### config.mk
export PLATFORM = sky130hd
export DESIGN_NAME = tlb_refill_walker
export DESIGN_NICKNAME = d
export VERILOG_FILES = /design/src/rtl/tlb_refill_walker.sv
export SDC_FILE = /design/constraint.sdc
export NUM_CORES = 1
export LEC_CHECK = 0
export BUFFER_PORTS_ARGS = -buffer_cell sky130_fd_sc_hd__buf_2
export CORE_ASPECT_RATIO = 1.1
export CORE_MARGIN = 2
export CORE_UTILIZATION = 45
export CTS_CLUSTER_SIZE = 14
export DETAILED_ROUTE_END_ITERATION = 7
export PLACE_DENSITY_LB_ADDON = 0.2
export SYNTH_ARGS = -nofsm -noshare
export SYNTH_HDL_FRONTEND = slang
export SYNTH_SLANG_ARGS = --single-unit
### constraint.sdc
create_clock -name clk -period 1.7 [get_ports clk]
set_input_delay 0.34 -clock clk [delete_from_list [all_inputs] [get_ports clk]]
set_output_delay 0.34 -clock clk [all_outputs]
set_load 0.02 [all_outputs]
### src/rtl/tlb_refill_walker.sv
// Two-level page-table walker that refills the TLB on a miss or reports a page fault.
// Walks one 18-bit bus read per level; leaf PTE goes to the TLB fill port.
module tlb_refill_walker #(
    parameter int unsigned TIMEOUT_CYCLES = 256,
    parameter logic [7:0]  FAULT_USER     = 8'h82,
    parameter logic [7:0]  FAULT_KERN     = 8'h83
) (
    input  logic        clk,
    input  logic        rst,
    input  logic        clk_en,
    input  logic [17:0] ptbr,
    input  logic        req_valid,
    output logic        req_ready,
    input  logic [31:0] req_vaddr,
    input  logic [31:0] req_pid,
    input  logic        req_kmode,
    input  logic        abort,
    output logic        mem_req,
    output logic [17:0] mem_addr,
    input  logic        mem_rvalid,
    input  logic [31:0] mem_rdata,
    output logic        tlb_we,
    output logic [31:0] tlb_addr,
    output logic [31:0] tlb_pid,
    output logic [31:0] tlb_write_data,
    output logic        resp_valid,
    output logic [7:0]  resp_exc
);

    localparam int unsigned CntW = (TIMEOUT_CYCLES < 2) ? 1 : $clog2(TIMEOUT_CYCLES);
    localparam logic [CntW-1:0] CntMax = CntW'(TIMEOUT_CYCLES - 1);

    typedef enum logic [2:0] {
        StIdle,
        StL1,
        StL2,
        StFill,
        StFault,
        StDrain
    } state_e;

    state_e          state_q;
    logic [CntW-1:0] cnt_q;
    logic [31:0]     vaddr_q;
    logic [31:0]     pid_q;
    logic            kmode_q;
    logic [5:0]      ptbr_q;
    logic [5:0]      pte1_q;
    logic            mem_req_q;
    logic [17:0]     mem_addr_q;
    logic            tlb_we_q;
    logic [31:0]     tlb_addr_q;
    logic [31:0]     tlb_pid_q;
    logic [31:0]     tlb_wdata_q;
    logic            resp_valid_q;
    logic [7:0]      resp_exc_q;

    logic [7:0] fault_code;
    logic       abort_en;
    logic       unused_bits;

    assign fault_code  = kmode_q ? FAULT_KERN : FAULT_USER;
    assign abort_en    = abort & clk_en;
    assign unused_bits = ^{ptbr[11:0], mem_rdata[31:27], ptbr_q};

    always_ff @(posedge clk) begin
        if (rst) begin
            state_q      <= StIdle;
            cnt_q        <= '0;
            vaddr_q      <= '0;
            pid_q        <= '0;
            kmode_q      <= 1'b0;
            ptbr_q       <= '0;
            pte1_q       <= '0;
            mem_req_q    <= 1'b0;
            mem_addr_q   <= '0;
            tlb_we_q     <= 1'b0;
            tlb_addr_q   <= '0;
            tlb_pid_q    <= '0;
            tlb_wdata_q  <= '0;
            resp_valid_q <= 1'b0;
            resp_exc_q   <= '0;
        end else if (clk_en) begin
            unique case (state_q)
                StIdle: begin
                    resp_valid_q <= 1'b0;
                    if (!abort && req_valid) begin
                        vaddr_q    <= req_vaddr;
                        pid_q      <= req_pid;
                        kmode_q    <= req_kmode;
                        ptbr_q     <= ptbr[17:12];
                        mem_req_q  <= 1'b1;
                        mem_addr_q <= {ptbr[17:12], req_vaddr[31:22], 2'b00};
                        cnt_q      <= '0;
                        state_q    <= StL1;
                    end
                end

                StL1, StL2: begin
                    if (abort) begin
                        // Only an unanswered request must be drained off the bus.
                        cnt_q     <= '0;
                        mem_req_q <= 1'b0;
                        state_q   <= (mem_req_q && !mem_rvalid) ? StDrain : StIdle;
                    end else if (mem_req_q && mem_rvalid) begin
                        cnt_q     <= '0;
                        mem_req_q <= 1'b0;
                        if (!mem_rdata[5]) begin
                            resp_valid_q <= 1'b1;
                            resp_exc_q   <= fault_code;
                            state_q      <= StFault;
                        end else if (state_q == StL1) begin
                            pte1_q  <= mem_rdata[17:12];
                            state_q <= StL2;
                        end else begin
                            tlb_we_q    <= 1'b1;
                            tlb_addr_q  <= vaddr_q;
                            tlb_pid_q   <= pid_q;
                            tlb_wdata_q <= {5'b0, mem_rdata[26:0]};
                            state_q     <= StFill;
                        end
                    end else if (cnt_q == CntMax) begin
                        cnt_q        <= '0;
                        mem_req_q    <= 1'b0;
                        resp_valid_q <= 1'b1;
                        resp_exc_q   <= fault_code;
                        state_q      <= StFault;
                    end else begin
                        cnt_q <= cnt_q + CntW'(1);
                        // L2 request goes out one cycle after the L1 response dropped mem_req.
                        if (!mem_req_q) begin
                            mem_req_q  <= 1'b1;
                            mem_addr_q <= {pte1_q, vaddr_q[21:12], 2'b00};
                        end
                    end
                end

                StFill: begin
                    tlb_we_q <= 1'b0;
                    state_q  <= StIdle;
                    if (!abort) begin
                        resp_valid_q <= 1'b1;
                        resp_exc_q   <= 8'h00;
                    end
                end

                StFault: begin
                    resp_valid_q <= 1'b0;
                    state_q      <= StIdle;
                end

                StDrain: begin
                    if (mem_rvalid || cnt_q == CntMax) begin
                        cnt_q   <= '0;
                        state_q <= StIdle;
                    end else begin
                        cnt_q <= cnt_q + CntW'(1);
                    end
                end

                default: state_q <= StIdle;
            endcase
        end
    end

    // A flush in the pulse cycle cancels the pulse itself.
    assign tlb_we         = tlb_we_q & ~abort_en;
    assign resp_valid     = resp_valid_q & ~abort_en;
    assign req_ready      = (state_q == StIdle);
    assign mem_req        = mem_req_q;
    assign mem_addr       = mem_addr_q;
    assign tlb_addr       = tlb_addr_q;
    assign tlb_pid        = tlb_pid_q;
    assign tlb_write_data = tlb_wdata_q;
    assign resp_exc       = resp_exc_q;

endmodule
# Word level (Yosys, flattened, before mapping)
# Cells that the tools add are included.
# op_classes
n_reduce_logical	23
eq_ne	19
n_mux	44
bitwise	6
addsub	1
# ops
op	n
2-to-1 mux 18 bit	5
2-to-1 mux 8 bit	10
one-hot mux 18 bit (2 select lines)	1
AND reduction 6 bit	5
one-hot mux 8 bit (3 select lines)	1
2-to-1 mux 3 bit	7
!= test 2 bit (second input constant)	9
one-hot mux 8 bit (2 select lines)	1
2-to-1 mux 1 bit	15
one-hot mux 3 bit (3 select lines)	1
AND reduction 3 bit	3
adder 8 x 1 -> 8 bit (second input constant)	1
equality test 8 bit (second input constant)	1
AND reduction 7 bit	1
equality test 3 x 2 -> 1 bit (second input constant)	2
equality test 3 bit (second input constant)	2
!= test 3 bit (second input constant)	2
nonzero test 3 bit	2
!= test 4 bit (second input constant)	1
one-hot mux 1 bit (2 select lines)	2
AND reduction 4 bit	1
nonzero test 2 bit	2
OR reduction 2 bit	2
AND 1 bit	3
8 further kinds	13
# word_totals
register_bits	202
wordCells	107
output_inout_bits	126
in_bits	121

# Longest topological paths before layout
# Gate-level depths: netlist of run 1.
# depth
ltp_word	6
mapped_depth	8

# Worst setup path after synthesis of run 1
# No wires, ideal clock.
# synth_timing
path_kind	register to register
startpoint	register mem_req_q, in the netlist mem_req
endpoint	register tlb_addr_q[17], in the netlist tlb_addr[17]
arrival_ps	1724
synth_period_minus_slack_ps	1856
required_ps	1568
stages_incl_launch_ff	8
setup_slack_ps	-156
cell_sequence	dfxtp_1 buf_2 nand3_1 or4_1 clkbuf_1 buf_2 nand2_1 a21oi_1
# synth_between
elab_chain_cells	2
# synth_rtl
element	line_no	source
start, declared	49	logic mem_req_q;
start signal, assigned	75	mem_req_q <= 1'b0;
start signal, assigned	92	mem_req_q <= 1'b1;
start signal, assigned	103	mem_req_q <= 1'b0;
logical AND 1 bit	105	end else if (mem_req_q && mem_rvalid) begin
AND reduction 6 bit (no source line)	n/a	
end signal, assigned	117	tlb_addr_q <= vaddr_q;
end, declared	52	logic [31:0] tlb_addr_q;
# Every way passes these cells.
# A chain may end at the register's enable or synchronous reset.

# Worst setup path in the final report of run 1
# layout_timing
startpoint	register state_q[1]
endpoint	output port req_ready
# layout_between
elab_chain_cells	1
# layout_rtl
element	line_no	source
start, declared	42	state_e state_q;
start signal, assigned	68	state_q <= StIdle;
start signal, assigned	95	state_q <= StL1;
start signal, assigned	104	state_q <= (mem_req_q && !mem_rvalid) ? StDrain : StIdle;
logical NOT 3 bit	169	assign req_ready = (state_q == StIdle);
end, declared	13	output logic req_ready,
# Every way passes these cells.

==> impl_metrics.yaml, run 1 <==
run_status:
  outcome: "finished, violations left"
  violations: "negative setup slack"
synth:
  yosys_register_bits: 194
  synth_cells: 924
  syn_area_per_cell_um2: 8.06
  synth_seq_area_share_pct: 52.2
  syn_area_um2: 7440
  synth_cell_types: 48
  synth_warnings: 0
clock_network:
  cts_tree: "yes"
  holdBufCountCts: 0
  clockBufferDepth: 2
  numClockSinks: 194
  clkLatencyLatePin_ns: 0.44
  cts_buffers: 17
  cts-root-buf: "clkbuf_16"
  clk_pin_slew_ns: 0.07
  h-tree-depth: 4
grt:
  grt_max_degree: 82
  antenna_found_initial: 0
  grt_pass1_vias: 6396
  grt_pass1_wl_mm: 31.6
  grt_remaining_overflow: 0
  track_usage_pct: 21.9
timing:
  final.setup_skew_ns: 0.0113
  rsz0062_at_grt: "true"
  max_freq_mhz: 548
  drv_slew: 0
  setup_viol: 148
  period_share_pct: 107
  setup-tns-final_ns: -8.06
  fin_ws_ns: -0.124
  hold_violations: 0
  min_period_ns: 1.82
floorplan:
  die-area_um2: 17600
  ios: 247
  coreArea_um2: 16200
  die_y_um: 139
  start_util_pct: 45.8
  die_x_um: 127
  rows: 49
layout:
  final_common_cell: "buf_2"
  fin_nets: 1310
  fin_area_um2: 11400
  layout_common_cells: "buf_2 (215), nand2_1 (210), dfxtp_1 (190)"
  final_util_pct: 69.9
  area_delta_synth_final_pct: 52.6
  drive_above_1_share_pct: 47.0
  diodes: 0
placed_design:
  gp_congestion: 0.817
  dp_slack_ns: -0.0599
  port_buffers: 217
  dpl_cell_area_um2: 9070
  hpwlAfterDp_mm: 13.0
routing:
  drc: 0
  routed_wl_mm: 24.5
  drt-wirelength-per-cell_um: 17.5
  firstDrtPassIters: 4
  drt-initial-drc-count: 470
  ant_nets: 0
  vias: 7329
  via_per_inst: 5.22
critical_path:
  critPathCaptureType: "output pin"
  critPathKind: "reg -> out"
  start_kind: "register"
  cp_max_fo: 5
  r2r_cells: 6
  critPathArrivalTime_ns: 1.48
  crit_required_ns: 1.36
job:
  maxCapViolations: 0
min_path:
  min_delay_path_depth: 3
  hold_class: "in -> reg"
power:
  p_per_area_nw_per_um2: 864
  p_leak_nw: 4.54
  vdd_drop_max_uv: 631
==> critical path: stages (launching register included) <==
cell and delay [ns]:
dfxtp_4 0.36, or2_4 0.24, buf_6 0.12, nor2_4 0.11
buf_6 0.11, buf_6 0.11
==> synth_stat cells, drive strengths merged <==
cell type | number | area [µm²]
nor2b | 3 | 18.8
o31a | 1 | 8.76
o2111a | 1 | 11.3
xor2 | 1 | 8.76
a21oi | 164 | 836
inv | 5 | 18.8
buf | 50 | 304
a31oi | 5 | 31.3
nor3 | 6 | 30.0
clkbuf | 31 | 116
nand2 | 326 | 1230
mux2i | 24 | 240
o2111ai | 2 | 17.5
a2111oi | 1 | 10.0
o22ai | 1 | 6.26
nand3b | 1 | 7.51
or3 | 4 | 25.0
o211ai | 1 | 7.51
o31ai | 2 | 15.0
nor4b | 1 | 8.76
a22oi | 1 | 7.51
dfxtp | 194 | 3880
or2 | 1 | 6.26
conb | 1 | 3.75
a21boi | 3 | 22.5
a211oi | 19 | 143
a32o | 2 | 20.0
nand2b | 4 | 25.0
ha | 1 | 12.5
o21a | 2 | 15.0
and3 | 2 | 12.5
nor4 | 6 | 58.8
a31o | 1 | 8.76
xnor2 | 3 | 33.8
or4 | 2 | 15.0
nor2 | 36 | 135
o21ai | 4 | 20.0
nor3b | 1 | 7.51
nand3 | 11 | 65.1
==> cell families after synthesis <==
| logic type | synth area share, % |
|---|---|
| AO/OA/AOI/OAI | 15.9 |
| XOR/XNOR | 0.572 |
| adder cells (fa/ha/maj) | 0.168 |
| buffers and inverters | 5.90 |
| flip-flops | 52.2 |
| multiplexers | 3.23 |
| other | 0.0504 |
| AND/OR/NAND/NOR | 22.1 |
==> stage by stage <==
step	std cells	total power, mW	hold slack [ns]
5_1_grt	1405	10.1	0.118
6_report	1405	9.81	0.131
3_3_place_gp	1337	5.62	0.434
3_5_place_dp	1337	5.63	0.441
2_1_floorplan	935	5.29	0.437
4_1_cts	1373	9.65	0.114
==> registers in the layout (all words and copies together) (netlist names), 2 cells and up <==
signal and count:
tlb_pid 32, mem_addr 16, pte1_q 6, tlb_write_data 27, state_q 3, resp_exc 2, cnt_q 8, vaddr_q 32
pid_q 32, tlb_addr 32
==> layout make-up <==
type | instances | area, µm²
Clock buffer | 19 | 443
Timing Repair Buffer | 313 | 2350
Multi-Input combinational cell | 657 | 4260
Sequential cell | 194 | 3900
Fill cell | 1271 | 4890
Clock inverter | 13 | 141
Inverter | 5 | 18.8
Tap cell | 204 | 255
==> per-layer routing <==
layer  share of wire [%]  global-route usage, %  up-vias
li1                    -                      -     3582
met1                  42                   27.6     3470
met2                  50                   35.7      240
met3                 6.4                   6.94       37
met4                 2.4                   7.29        0
met5                   0                      0        -
==> final timing paths <==
path | slack, ns | end | from
max reg2reg | -0.11 | tlb_write_data[10]$_SDFFE_PP0P_ | state_q[1]$_SDFFE_PP0P_
min | 0.13 | pid_q[30]$_SDFFE_PP0P_ | req_pid[30]
max | -0.12 | req_ready | state_q[1]$_SDFFE_PP0P_
min reg2reg | 0.45 | tlb_write_data[15]$_SDFFE_PP0P_ | tlb_write_data[15]$_SDFFE_PP0P_
==> report_power, final <==
| group | switching (mW) | internal (mW) |
|---|---|---|
| combinational | 0.610 | 0.472 |
| sequential | 0.0704 | 4.64 |
| clock | 1.90 | 2.12 |
| total | 2.58 | 7.23 |
==> what timing repair did <==
action                                  in CTS  in global routing
pin swaps                                    3                 97
gates resized for setup                     14                294
buffers inserted                             4                  7
gates cloned                                 0                 25
endpoints found under the setup margin       9                155
Note: power is estimated with default switching activity, not from simulation.
==> run 2, diff against run 1 <==
--- a/config.mk
+++ b/config.mk
@@ -7,7 +7,7 @@
 export LEC_CHECK = 0
 export BUFFER_PORTS_ARGS = -buffer_cell sky130_fd_sc_hd__buf_2
 export CORE_ASPECT_RATIO = 1.1
-export CORE_MARGIN = 2
+export CORE_MARGIN = 4
 export CORE_UTILIZATION = 45
 export CTS_CLUSTER_SIZE = 14
 export DETAILED_ROUTE_END_ITERATION = 7
==> constraint.sdc (replaced) <==
create_clock -name clk -period 2.3 [get_ports clk]
set_input_delay 0.46 -clock clk [delete_from_list [all_inputs] [get_ports clk]]
set_output_delay 0.46 -clock clk [all_outputs]
set_load 0.02 [all_outputs]
==> run 2 against run 1 <==
The flow now finishes without violations. Sequential power fell by 26%. Critical path depth is 2 lower. Clock power fell by 29%. Sequential share of layout area grew 7.4 points. Clock-buffer cell count decreased by 1. Total power decreased by 30%. Non-clock buffer count down 71. Core utilization fell by 13 points. Cell area down 18%. Final cell count fell by 5.1%. Register-to-register slack improved by 0.42 ns. Largest power group unchanged. Highest routed layer unchanged.
==> impl_metrics.yaml, run 2 (synthesis gave the netlist of run 1 again) <==
run_status:
  outcome: "completed"
min_path:
  hold_class: "in -> reg"
  min_delay_path_depth: 3
clock_network:
  h-tree-depth: 4
  cts_tree: "yes"
  holdBufCountCts: 0
  post_cts_resized: 0
  clkLatencyLatePin_ns: 0.42
  numClockSinks: 194
  cts_buffers: 17
  clockBufferDepth: 2
  clk_pin_slew_ns: 0.07
  post-cts-setup-buffers: 0
  cts-root-buf: "clkbuf_16"
grt:
  grt_pass1_vias: 6127
  grt_pass1_wl_mm: 30.4
  track_usage_pct: 20.1
  antenna_found_initial: 0
  grt_max_degree: 72
  grt_remaining_overflow: 0
routing:
  drt-wirelength-per-cell_um: 14.3
  vias: 6613
  routed_wl_mm: 19.1
  via_per_inst: 4.96
  drt-initial-drc-count: 375
  drc: 0
  ant_nets: 0
  firstDrtPassIters: 4
critical_path:
  critPathArrivalTime_ns: 1.65
  cp_max_fo: 10
  start_kind: "register"
  critPathKind: "reg -> out"
  critPathCaptureType: "output pin"
  crit-reg2reg-launch: "state_q[0]$_SDFFE_PP0P_"
  r2r_slack_ns: 0.31
  cp-startpoint: "state_q[0]$_SDFFE_PP0P_"
  r2r_end: "mem_addr[6]$_SDFFE_PP0P_"
  crit_required_ns: 1.84
  r2r_cells: 6
  crit_end: "req_ready"
timing:
  tightestPinTransition_ns: 0.585
  hold_violations: 0
  fin_ws_ns: 0.186
  drv_slew: 0
  period_share_pct: 91.9
  rsz0062_at_grt: "false"
  max_freq_mhz: 473
  setup-tns-final_ns: 0
  final.setup_skew_ns: 0.00833
  min_period_ns: 2.11
  setup_viol: 0
  max_slew_margin_pct: 61.0
placed_design:
  gp_congestion: 0.828
  port_buffers: 217
  hpwlAfterDp_mm: 13.0
  dp.cells: 1300
  dp_slack_ns: 0.340
floorplan:
  die_x_um: 131
  start_util_pct: 45.6
  rows: 49
  ios: 247
  coreArea_um2: 16300
  die-area_um2: 18700
  die_y_um: 143
job:
  maxCapViolations: 0
layout:
  area_delta_synth_final_pct: 25.1
  fin_nets: 1237
  layout_common_cells: "nand2_1 (325), buf_2 (216), dfxtp_1 (194)"
  drive_above_1_share_pct: 25.4
  final_common_cell: "nand2_1"
  layout.cells.non_filler: 1333
power:
  p_per_area_nw_per_um2: 740
  vdd_drop_max_uv: 453
  p_leak_nw: 3.83
run 2: cell types whose count changed in the layout (fill, tap and decap cells not counted), sizes merged:
cell    before  now
inv         12   10
buf        300  242
clkbuf      32   18
diode        0    1
clkinv       3    7
bufinv       1    0
or4          4    2
run 2: critical path: stages, from the launching register on:
cell	delay (ns)
dfxtp_1	0.44
or2_1	0.35
nor2_1	0.23
buf_2	0.22
run 2: stage by stage:
stage                     instance area (µm²)  hold WS [ns]  utilization, %  power (mW)
after CTS                                9310         0.247            57.1        6.98
after floorplan                          7480         0.437               -        3.91
after detailed placement                 8730         0.440            53.5        4.11
after global routing                     9310         0.246            57.1        7.19
final                                    9320         0.269            57.1        6.89
after global placement                   8730         0.435            53.5        4.10
run 2: per-layer routing:
metal,wire [µm],GRT usage (%),vias to the layer above
met2,8750,31.7,171
met1,8650,26.1,3000
met5,0,0,-
li1,-,-,3422
met4,314,6.44,0
met3,1400,6.43,20
run 2: worst min path at each step:
| stage | startpoint | endpoint | slack, ns |
|---|---|---|---|
| CTS | req_pid[31] | pid_q[31]$_SDFFE_PP0P_ | 0.25 |
| floorplan | pid_q[0]$_SDFFE_PP0P_ | pid_q[0]$_SDFFE_PP0P_ | 0.44 |
| finish | req_pid[30] | pid_q[30]$_SDFFE_PP0P_ | 0.27 |
| global placement | tlb_write_data[8]$_SDFFE_PP0P_ | tlb_write_data[8]$_SDFFE_PP0P_ | 0.43 |
| global route | req_pid[30] | pid_q[30]$_SDFFE_PP0P_ | 0.25 |
| detailed placement | tlb_addr[19]$_SDFFE_PP0P_ | tlb_addr[19]$_SDFFE_PP0P_ | 0.44 |
run 2: area by class of cell:
class                      instances  area [µm²]
fill                            1563        6990
sequential                       194        3880
multi-input combinational        655        3180
timing repair buffer             242        1390
clock buffer                      18         439
tap                              204         255
clock inverter                    14         145
inverter                           5        18.8
antenna                            1        2.50
run 2: where the power goes:
| part | leakage (nW) | internal (mW) | switching [mW] |
|---|---|---|---|
| sequential | 1.57 | 3.43 | 0.0471 |
| clock | 0.280 | 1.47 | 1.39 |
| combinational | 1.98 | 0.216 | 0.335 |
